$ cat src/rtl/memoria_ctrl_if.sv
// -----------------------------------------------------------------------------
// memoria_ctrl_if
//   Request bundle for the memoria write-port controller: two requesters
//   (A and B), each with its own valid/sel/data and a ready returned by the
//   controller.
//
//   Handshake: a requester raises x_valid together with a stable x_sel/x_data
//   and holds all three until x_ready is seen high. A write is transferred in
//   exactly the cycle where x_valid && x_ready, sampled on the rising clock
//   edge. x_ready may rise and fall combinationally within a cycle and never
//   depends on anything except the controller state and the current inputs.
//
//   Parameters
//     N        data width of a_data / b_data
//
//   Modports
//     master   requester side: drives valid/sel/data, receives ready
//     slave    controller side: receives valid/sel/data, drives ready
// -----------------------------------------------------------------------------
interface memoria_ctrl_if #(
    parameter int N = 16
) ();
    logic         a_valid;
    logic [3:0]   a_sel;
    logic [N-1:0] a_data;
    logic         a_ready;

    logic         b_valid;
    logic [3:0]   b_sel;
    logic [N-1:0] b_data;
    logic         b_ready;

    modport master (
        output a_valid, a_sel, a_data,
        input  a_ready,
        output b_valid, b_sel, b_data,
        input  b_ready
    );

    modport slave (
        input  a_valid, a_sel, a_data,
        output a_ready,
        input  b_valid, b_sel, b_data,
        output b_ready
    );
endinterface

$ cat src/rtl/memoria_ctrl.sv
// -----------------------------------------------------------------------------
// memoria_ctrl
//   Write-port controller for the 16-entry memoria register bank.
//   - Arbitrates requesters A and B with round-robin priority on contention.
//   - Runs a bulk CLEAR that writes CLR_VAL into entries 0..15, one per cycle.
//   - Drives the bank's w / select_register / s from flops.
//
//   Optional feature (macro MEMCTRL_LOCK_EN):
//     defined   : a write or CLEAR step whose target has lock_mask[entry]=1 is
//                 still accepted / still takes its cycle, but w stays 0 and
//                 err_lock pulses for one cycle instead.
//     undefined : lock_mask is ignored and err_lock is constant 0.
//
//   Parameters
//     N         data width (bank word width)
//     CLR_VAL   value written to every entry during CLEAR
//
//   Ports
//     clk              rising-edge clock
//     rst              asynchronous, active-low reset
//     req              memoria_ctrl_if.slave: a_/b_ valid, sel, data, ready
//     clr_start        request a CLEAR (level-sampled only in IDLE)
//     clr_busy         high for each cycle a CLEAR step is on the outputs
//     lock_mask        per-entry write lock (MEMCTRL_LOCK_EN only)
//     err_lock         one-cycle pulse when a write/CLEAR step was blocked
//     w                bank write enable
//     select_register  bank entry index
//     s                bank write data
//     dbg_state        current FSM state (0 = IDLE, 1 = CLEAR)
//
//   Timing: a handshake in cycle T shows up on w/select_register/s in T+1.
//   The CLEAR state lasts exactly 16 cycles; in each of them the outputs show
//   the entry equal to the clear counter. a_ready/b_ready are 0 throughout.
// -----------------------------------------------------------------------------
module memoria_ctrl #(
    parameter int           N       = 16,
    parameter logic [N-1:0] CLR_VAL = '0
) (
    input  logic                 clk,
    input  logic                 rst,
    memoria_ctrl_if.slave        req,
    input  logic                 clr_start,
    output logic                 clr_busy,
    input  logic [15:0]          lock_mask,
    output logic                 err_lock,
    output logic                 w,
    output logic [3:0]           select_register,
    output logic [N-1:0]         s,
    output logic                 dbg_state
);

    typedef enum logic {
        IDLE  = 1'b0,
        CLEAR = 1'b1
    } state_e;

    // rr_ptr: 0 = A has priority on the next contested cycle, 1 = B.
    localparam logic RR_A = 1'b0;
    localparam logic RR_B = 1'b1;

    state_e       state, state_nxt;
    logic         rr_ptr, rr_nxt;
    logic [3:0]   cnt, cnt_nxt;

    logic         grant_a, grant_b;
    logic         w_nxt;
    logic [3:0]   sel_nxt;
    logic [N-1:0] s_nxt;
    logic         err_nxt;
    logic         busy_nxt;
    logic         blocked;

`ifdef MEMCTRL_LOCK_EN
    // The lock is checked against the entry that is about to be driven, so a
    // blocked step still consumes its cycle and the CLEAR length is unchanged.
    assign blocked = lock_mask[sel_nxt];
`else
    logic unused_lock;
    assign unused_lock = ^lock_mask;
    assign blocked     = 1'b0;
`endif

    // ------------------------------------------------------------------
    // Next-state, grant and next-output logic
    // ------------------------------------------------------------------
    always_comb begin
        state_nxt = state;
        rr_nxt    = rr_ptr;
        cnt_nxt   = cnt;
        grant_a   = 1'b0;
        grant_b   = 1'b0;
        w_nxt     = 1'b0;
        sel_nxt   = select_register;
        s_nxt     = s;
        busy_nxt  = 1'b0;

        unique case (state)
            IDLE: begin
                if (clr_start) begin
                    // CLEAR wins over any pending request; entry 0 is driven
                    // in the first CLEAR cycle.
                    state_nxt = CLEAR;
                    cnt_nxt   = 4'd0;
                    busy_nxt  = 1'b1;
                    w_nxt     = 1'b1;
                    sel_nxt   = 4'd0;
                    s_nxt     = CLR_VAL;
                end else begin
                    if (req.a_valid && req.b_valid) begin
                        // Contested: serve the pointer's side, then hand
                        // priority to the other side.
                        grant_a = (rr_ptr == RR_A);
                        grant_b = (rr_ptr == RR_B);
                        rr_nxt  = ~rr_ptr;
                    end else begin
                        grant_a = req.a_valid;
                        grant_b = req.b_valid;
                    end

                    if (grant_a) begin
                        w_nxt   = 1'b1;
                        sel_nxt = req.a_sel;
                        s_nxt   = req.a_data;
                    end else if (grant_b) begin
                        w_nxt   = 1'b1;
                        sel_nxt = req.b_sel;
                        s_nxt   = req.b_data;
                    end
                end
            end

            CLEAR: begin
                if (cnt == 4'd15) begin
                    // Entry 15 is on the outputs now; leave CLEAR on this edge.
                    state_nxt = IDLE;
                    cnt_nxt   = 4'd0;
                end else begin
                    cnt_nxt  = cnt + 4'd1;
                    busy_nxt = 1'b1;
                    w_nxt    = 1'b1;
                    sel_nxt  = cnt + 4'd1;
                    s_nxt    = CLR_VAL;
                end
            end

            default: begin
                state_nxt = IDLE;
            end
        endcase

        err_nxt = w_nxt & blocked;
        if (blocked) begin
            w_nxt = 1'b0;
        end
    end

    // Ready is combinational; forced low while reset is held so no
    // handshake can be seen by a requester during reset.
    assign req.a_ready = grant_a & rst;
    assign req.b_ready = grant_b & rst;

    assign dbg_state = (state == CLEAR);

    // ------------------------------------------------------------------
    // State register
    // ------------------------------------------------------------------
    always_ff @(posedge clk or negedge rst) begin
        if (!rst) begin
            state  <= IDLE;
            rr_ptr <= RR_A;
            cnt    <= 4'd0;
        end else begin
            state  <= state_nxt;
            rr_ptr <= rr_nxt;
            cnt    <= cnt_nxt;
        end
    end

    // ------------------------------------------------------------------
    // Registered bank-side outputs
    // ------------------------------------------------------------------
    always_ff @(posedge clk or negedge rst) begin
        if (!rst) begin
            w               <= 1'b0;
            select_register <= 4'd0;
            s               <= '0;
            clr_busy        <= 1'b0;
            err_lock        <= 1'b0;
        end else begin
            w               <= w_nxt;
            select_register <= sel_nxt;
            s               <= s_nxt;
            clr_busy        <= busy_nxt;
            err_lock        <= err_nxt;
        end
    end

endmodule

$ cat src/flat_wrapper.sv
// flat-port wrapper written by rule: the top's interface ports become plain ports
module memoria_ctrl_flat 
#(
    parameter int           N       = 16,
    parameter logic [N-1:0] CLR_VAL = '0
)
  (clk, rst, clr_start, clr_busy, lock_mask, err_lock, w, select_register, s, dbg_state, req_a_valid, req_a_sel, req_a_data, req_a_ready, req_b_valid, req_b_sel, req_b_data, req_b_ready);
  memoria_ctrl_if #(.N(N)) req_i ();
  input  logic clk;
  input  logic rst;
  input  logic clr_start;
  output logic clr_busy;
  input  logic [15:0] lock_mask;
  output logic err_lock;
  output logic w;
  output logic [3:0] select_register;
  output logic [N-1:0] s;
  output logic dbg_state;
  input wire logic [$bits(req_i.a_valid)-1:0] req_a_valid;
  input wire logic [$bits(req_i.a_sel)-1:0] req_a_sel;
  input wire logic [$bits(req_i.a_data)-1:0] req_a_data;
  output wire logic [$bits(req_i.a_ready)-1:0] req_a_ready;
  input wire logic [$bits(req_i.b_valid)-1:0] req_b_valid;
  input wire logic [$bits(req_i.b_sel)-1:0] req_b_sel;
  input wire logic [$bits(req_i.b_data)-1:0] req_b_data;
  output wire logic [$bits(req_i.b_ready)-1:0] req_b_ready;
  assign req_i.a_valid = req_a_valid;
  assign req_i.a_sel = req_a_sel;
  assign req_i.a_data = req_a_data;
  assign req_a_ready = req_i.a_ready;
  assign req_i.b_valid = req_b_valid;
  assign req_i.b_sel = req_b_sel;
  assign req_i.b_data = req_b_data;
  assign req_b_ready = req_i.b_ready;
  memoria_ctrl #(.N(N), .CLR_VAL(CLR_VAL)) u_core (.clk(clk), .rst(rst), .req(req_i), .clr_start(clr_start), .clr_busy(clr_busy), .lock_mask(lock_mask), .err_lock(err_lock), .w(w), .select_register(select_register), .s(s), .dbg_state(dbg_state));
endmodule
$ cat config.mk
export PLATFORM = sky130hd
export DESIGN_NAME = memoria_ctrl_flat
export DESIGN_NICKNAME = d
export VERILOG_FILES = /design/src/rtl/memoria_ctrl_if.sv /design/src/rtl/memoria_ctrl.sv /design/src/flat_wrapper.sv
export SDC_FILE = /design/constraint.sdc
export NUM_CORES = 1
export LEC_CHECK = 0
export ABC_AREA = 1
export CORE_MARGIN = 4
export CORE_UTILIZATION = 30
export DETAILED_ROUTE_END_ITERATION = 8
export PLACE_DENSITY = 0.71
export SYNTH_ARGS = -nofsm -noshare
export SYNTH_HDL_FRONTEND = slang
export SYNTH_SLANG_ARGS = --single-unit
export TNS_END_PERCENT = 20
$ cat constraint.sdc
create_clock -name clk -period 1.3 [get_ports clk]
set_input_delay 0.39 -clock clk [delete_from_list [all_inputs] [get_ports clk]]
set_output_delay 0.39 -clock clk [all_outputs]
set_load 0.02 [all_outputs]
== After elaboration in Yosys (flattened, before gate mapping) ==
Index checks and enable logic that the tools add are counted.

* Bits in registers: 27
* Word-level logic and storage cells: 49
* Bits in latches: 0
* Memories kept: 0
* Bits in writable memories: 0
* Output and inout port bits: 26
* Bits in read-only memories: 0

* Reduce and logical (&&, ||, !) cells: 3
* Multiplexer cells: 30
* Magnitude comparators: 0
* Divide/modulo/power cells: 0
* Multiply operators: 0
* $add $sub $neg: 1
* Equality and inequality tests: 4
* Bitwise operators: 5
* Shift-type cells: 0

{| class="wikitable"
|+ Operators with widths
! cell !! number
|-
| 16-bit two-way mux || 4
|-
| 16-bit case mux with 2 select lines || 1
|-
| 4-bit two-way mux || 6
|-
| 4-bit case mux with 2 select lines || 2
|-
| 1-bit two-way mux || 15
|-
| 4-bit by 1-bit adder with 4-bit output, second input constant || 1
|-
| 4-bit == test, second input constant || 1
|-
| 2-bit inequality test, second input constant || 2
|-
| 4-bit by 2-bit inequality test with 1-bit output, second input constant || 1
|-
| 1-bit case mux with 2 select lines || 2
|-
| 1-bit NOT || 3
|-
| 3-bit AND reduction || 1
|-
| 1-bit AND || 2
|-
| 2-bit AND reduction || 1
|-
| 1-bit logical AND || 1
|}

== Logic depth before layout (Yosys ltp) ==
* Depth in word-level cells: 8
* Depth in mapped cells: 9
* Mapped depth without buffers: 8

== Worst setup path after synthesis ==
OpenSTA, ideal clock, no wires.

* Path type: register to output
* Start point: register, netlist name u_core.clr_busy
* End point: output req_b_ready
* Buffers on the path: 1
* Required time: 0.910 ns
* Arrival time: 1.408 ns
* Cell stages (with the launch flop): 5
* Path slack: -0.498 ns
* Cells stage by stage: dfrtp_1 -> nor2_2 -> buf_6 -> nand2_1 -> nor3b_1

{| class="wikitable"
|+ RTL lines
! element !! line !! RTL
|-
| end: declaration || flat_wrapper.sv:26 || <nowiki>output wire logic [$bits(req_i.b_ready)-1:0] req_b_ready;</nowiki>
|}

==> out/results.ini <==
[run_status]
outcome=finished with violations
violations=setup timing

[grt]
grt_overflow=0
grt_pass1_wl_mm=6.73
antenna_found_initial=0
grt_max_degree=28
grt.total_usage_pct=13.7
grt_pass1_vias=1409

[cts]
hold_buffers=0
htreeDepth=1
clock_latency_ns=0.27
cts_root_buf=clkbuf_8
cts_made_buffers=3
tritoncts=done
cts_sinks=27
clockBufferDepth=2
cts.clk_slew.worst_paths_ns=0.10

[power]
clkPwrFrac_pct=14.2
p_leak_nw=1.09
internal-power_mw=2.07
pwr_density_cell_nw_per_um2=1490
power.total_mw=3.38
combPwrFrac_pct=50.8
vdd_ir_drop_max_uv=613
seqPwrFrac_pct=35.0
swShare_pct=38.8
power_switching_mw=1.31

[placed_design]
hpwlAfterDp_mm=3.02
globalplace.congestion=0.800
pre_cts_ws_ns=-0.945
portBuffers=69
placed_cell_area_um2=2280

[synthesis]
syn_avg_cell_area_um2=7.84
syn_area_um2=1400
yosys_warnings=0
synth_cells=178
synth_cell_types=23
synth_area_leaders=dfrtp_1 (48%), o21ai_1 (11%), nand2_1 (11%)
ys_ff_latch=27
synth_top_area_share_pct=48.4
syn_nets=240
yosysTopAreaCell=dfrtp_1
seq_area_frac_synth_pct=48.4

[drt]
wire_per_inst_um=12.6
drc=0
drtPass1Iterations=6
via_per_inst=4.51
wl_mm=3.98
ant_nets=0
vias=1425
drt_iter0_drc=39

[layout]
n_antenna_cell=0
final_area_um2=2260
drive_gt1_share_pct=27.3
final_nets=327
area_growth_pct=62.2
fillers=448

[worst_setup_path]
reg2reg_to=u_core.s[15]
r2r_start=u_core.clr_busy
crit_arrival_ns=1.22
worstRegToRegCells=7
crit_required_ns=0.91
end_kind=primary output
critPathMaxFanout=2
crit_type=reg2out
cp-start-kind=flip-flop
reg2reg_slack_ns=-0.05

[sta]
drv_slew=0
min_period_ns=1.61
fmax_mhz=620
finalSetupTns_ns=-1.44
fin_crit_sh_pct=124
fin_ws_ns=-0.313
hold_viol=0
setup_viol=21
grt_setup_unrepaired=true
fin_skew_ns=0.00916

[die]
start_util_pct=31.6
fp.dieH_um=76.2
core_area_um2=4410
fp-row-count=24
die-area_um2=5810
die_w_um=76.2
ioPinCount=87

[worst_hold_path]
min_path_type=in2async

[flow_run]
drv_cap=0

==> power groups by stage <==
| stage | combinational (mW) | sequential (mW) | clock, mW |
|---|---|---|---|
| 6_report | 1.72 | 1.18 | 0.480 |
| 5_1_grt | 1.92 | 1.21 | 0.534 |
| 4_1_cts | 1.75 | 1.18 | 0.497 |
| 3_5_place_dp | 1.82 | 1.20 | 0 |
| 3_3_place_gp | 1.79 | 1.19 | 0 |
| 2_1_floorplan | 0.815 | 1.38 | 0 |
==> cells in the final DEF, fill, tap and decap left out, types with 4 or more instances in the layout <==
| cell type | synthesis | layout |
|---|---|---|
| clkdlybuf4s50_1 | 0 | 40 |
| nand2_2 | 2 | 4 |
| inv_1 | 14 | 13 |
| nor2_1 | 23 | 22 |
| buf_2 | 3 | 21 |
| buf_4 | 4 | 22 |
| nand2_1 | 40 | 37 |
| nor2_2 | 5 | 4 |
| nand3_1 | 9 | 9 |
| dlygate4sd2_1 | 0 | 4 |
| o21ai_1 | 32 | 32 |
| dfrtp_1 | 27 | 26 |
==> logic make-up (layout without fill, tap and decap cells) <==
family | count (synthesis) | count (layout) | share of synthesized area (%)
adder cells (fa/ha/maj) | 1 | 1 | 0.897
flip-flops | 27 | 27 | 48.4
other | 1 | 1 | 0.269
AND/OR/NAND/NOR | 82 | 82 | 25.1
XOR/XNOR | 1 | 1 | 0.628
buffers and inverters | 26 | 112 | 9.42
AO/OA/AOI/OAI | 40 | 40 | 15.2
==> cell type report <==
type	instances	area, um^2	share of cell area [%]
Sequential cell	27	677	29.9
Timing Repair Buffer	92	788	34.8
Tap cell	52	65.1	2.88
Multi-Input combinational cell	125	627	27.7
Inverter	16	60.1	2.65
Clock buffer	4	45.0	1.99
==> sequential cells by signal, summed over array words and instances, names as in the netlist <==
| register | count |
|---|---|
| u_core.w | 1 |
| u_core.select_register | 4 |
| u_core.cnt | 4 |
| u_core.clr_busy | 1 |
| u_core.s | 16 |
| u_core.rr_ptr | 1 |
==> timing repair <==
item / in CTS / in global routing
pin swaps: 3 / 1
resized for setup: 109 / 6
buffers inserted: 3 / 2
endpoints found under the setup margin: 48 / 27
==> cells in the mapped netlist, drive strengths merged <==
master / number
a21oi: 4
buf: 9
clkbuf: 1
conb: 1
dfrtp: 27
ha: 1
inv: 16
nand2: 42
nand3: 9
nand4: 1
nor2: 29
nor3b: 1
o21ai: 35
o22ai: 1
xor2: 1
==> worst max-delay path by stage <==
stage / cells after the start / from / slack [ns] / to
finish: 5 / u_core.clr_busy / -0.31 / req_a_ready
global route: 4 / u_core.clr_busy / -0.39 / req_b_ready
CTS: 4 / u_core.clr_busy / -0.32 / req_b_ready
detailed placement: 5 / clr_start / -0.95 / req_b_ready
global placement: 5 / clr_start / -0.96 / req_b_ready
floorplan: 4 / u_core.clr_busy / -0.20 / req_b_ready
==> per-layer routing <==
layer	global-route usage (%)	wire length, um
met3	3.78	295
met5	0	0
met1	18.8	1860
met2	21.2	1770
met4	3.67	46
==> stage by stage <==
stage | utilization (%) | instances | hold WS, ns
2_1_floorplan | - | 178 | 0.0944
3_3_place_gp | 51.7 | 309 | 0.470
3_5_place_dp | 51.7 | 309 | 0.478
4_1_cts | 51.2 | 315 | 0.341
5_1_grt | 51.2 | 316 | 0.365
6_report | 51.2 | 316 | 0.320
==> worst max-delay path: stages (launching register included) <==
cell,delay [ns]
dfrtp_2,0.43
nor2_4,0.13
nand2_4,0.07
buf_4,0.14
nor2_4,0.07
buf_6,0.11
Power figures use the tool's default switching activity.
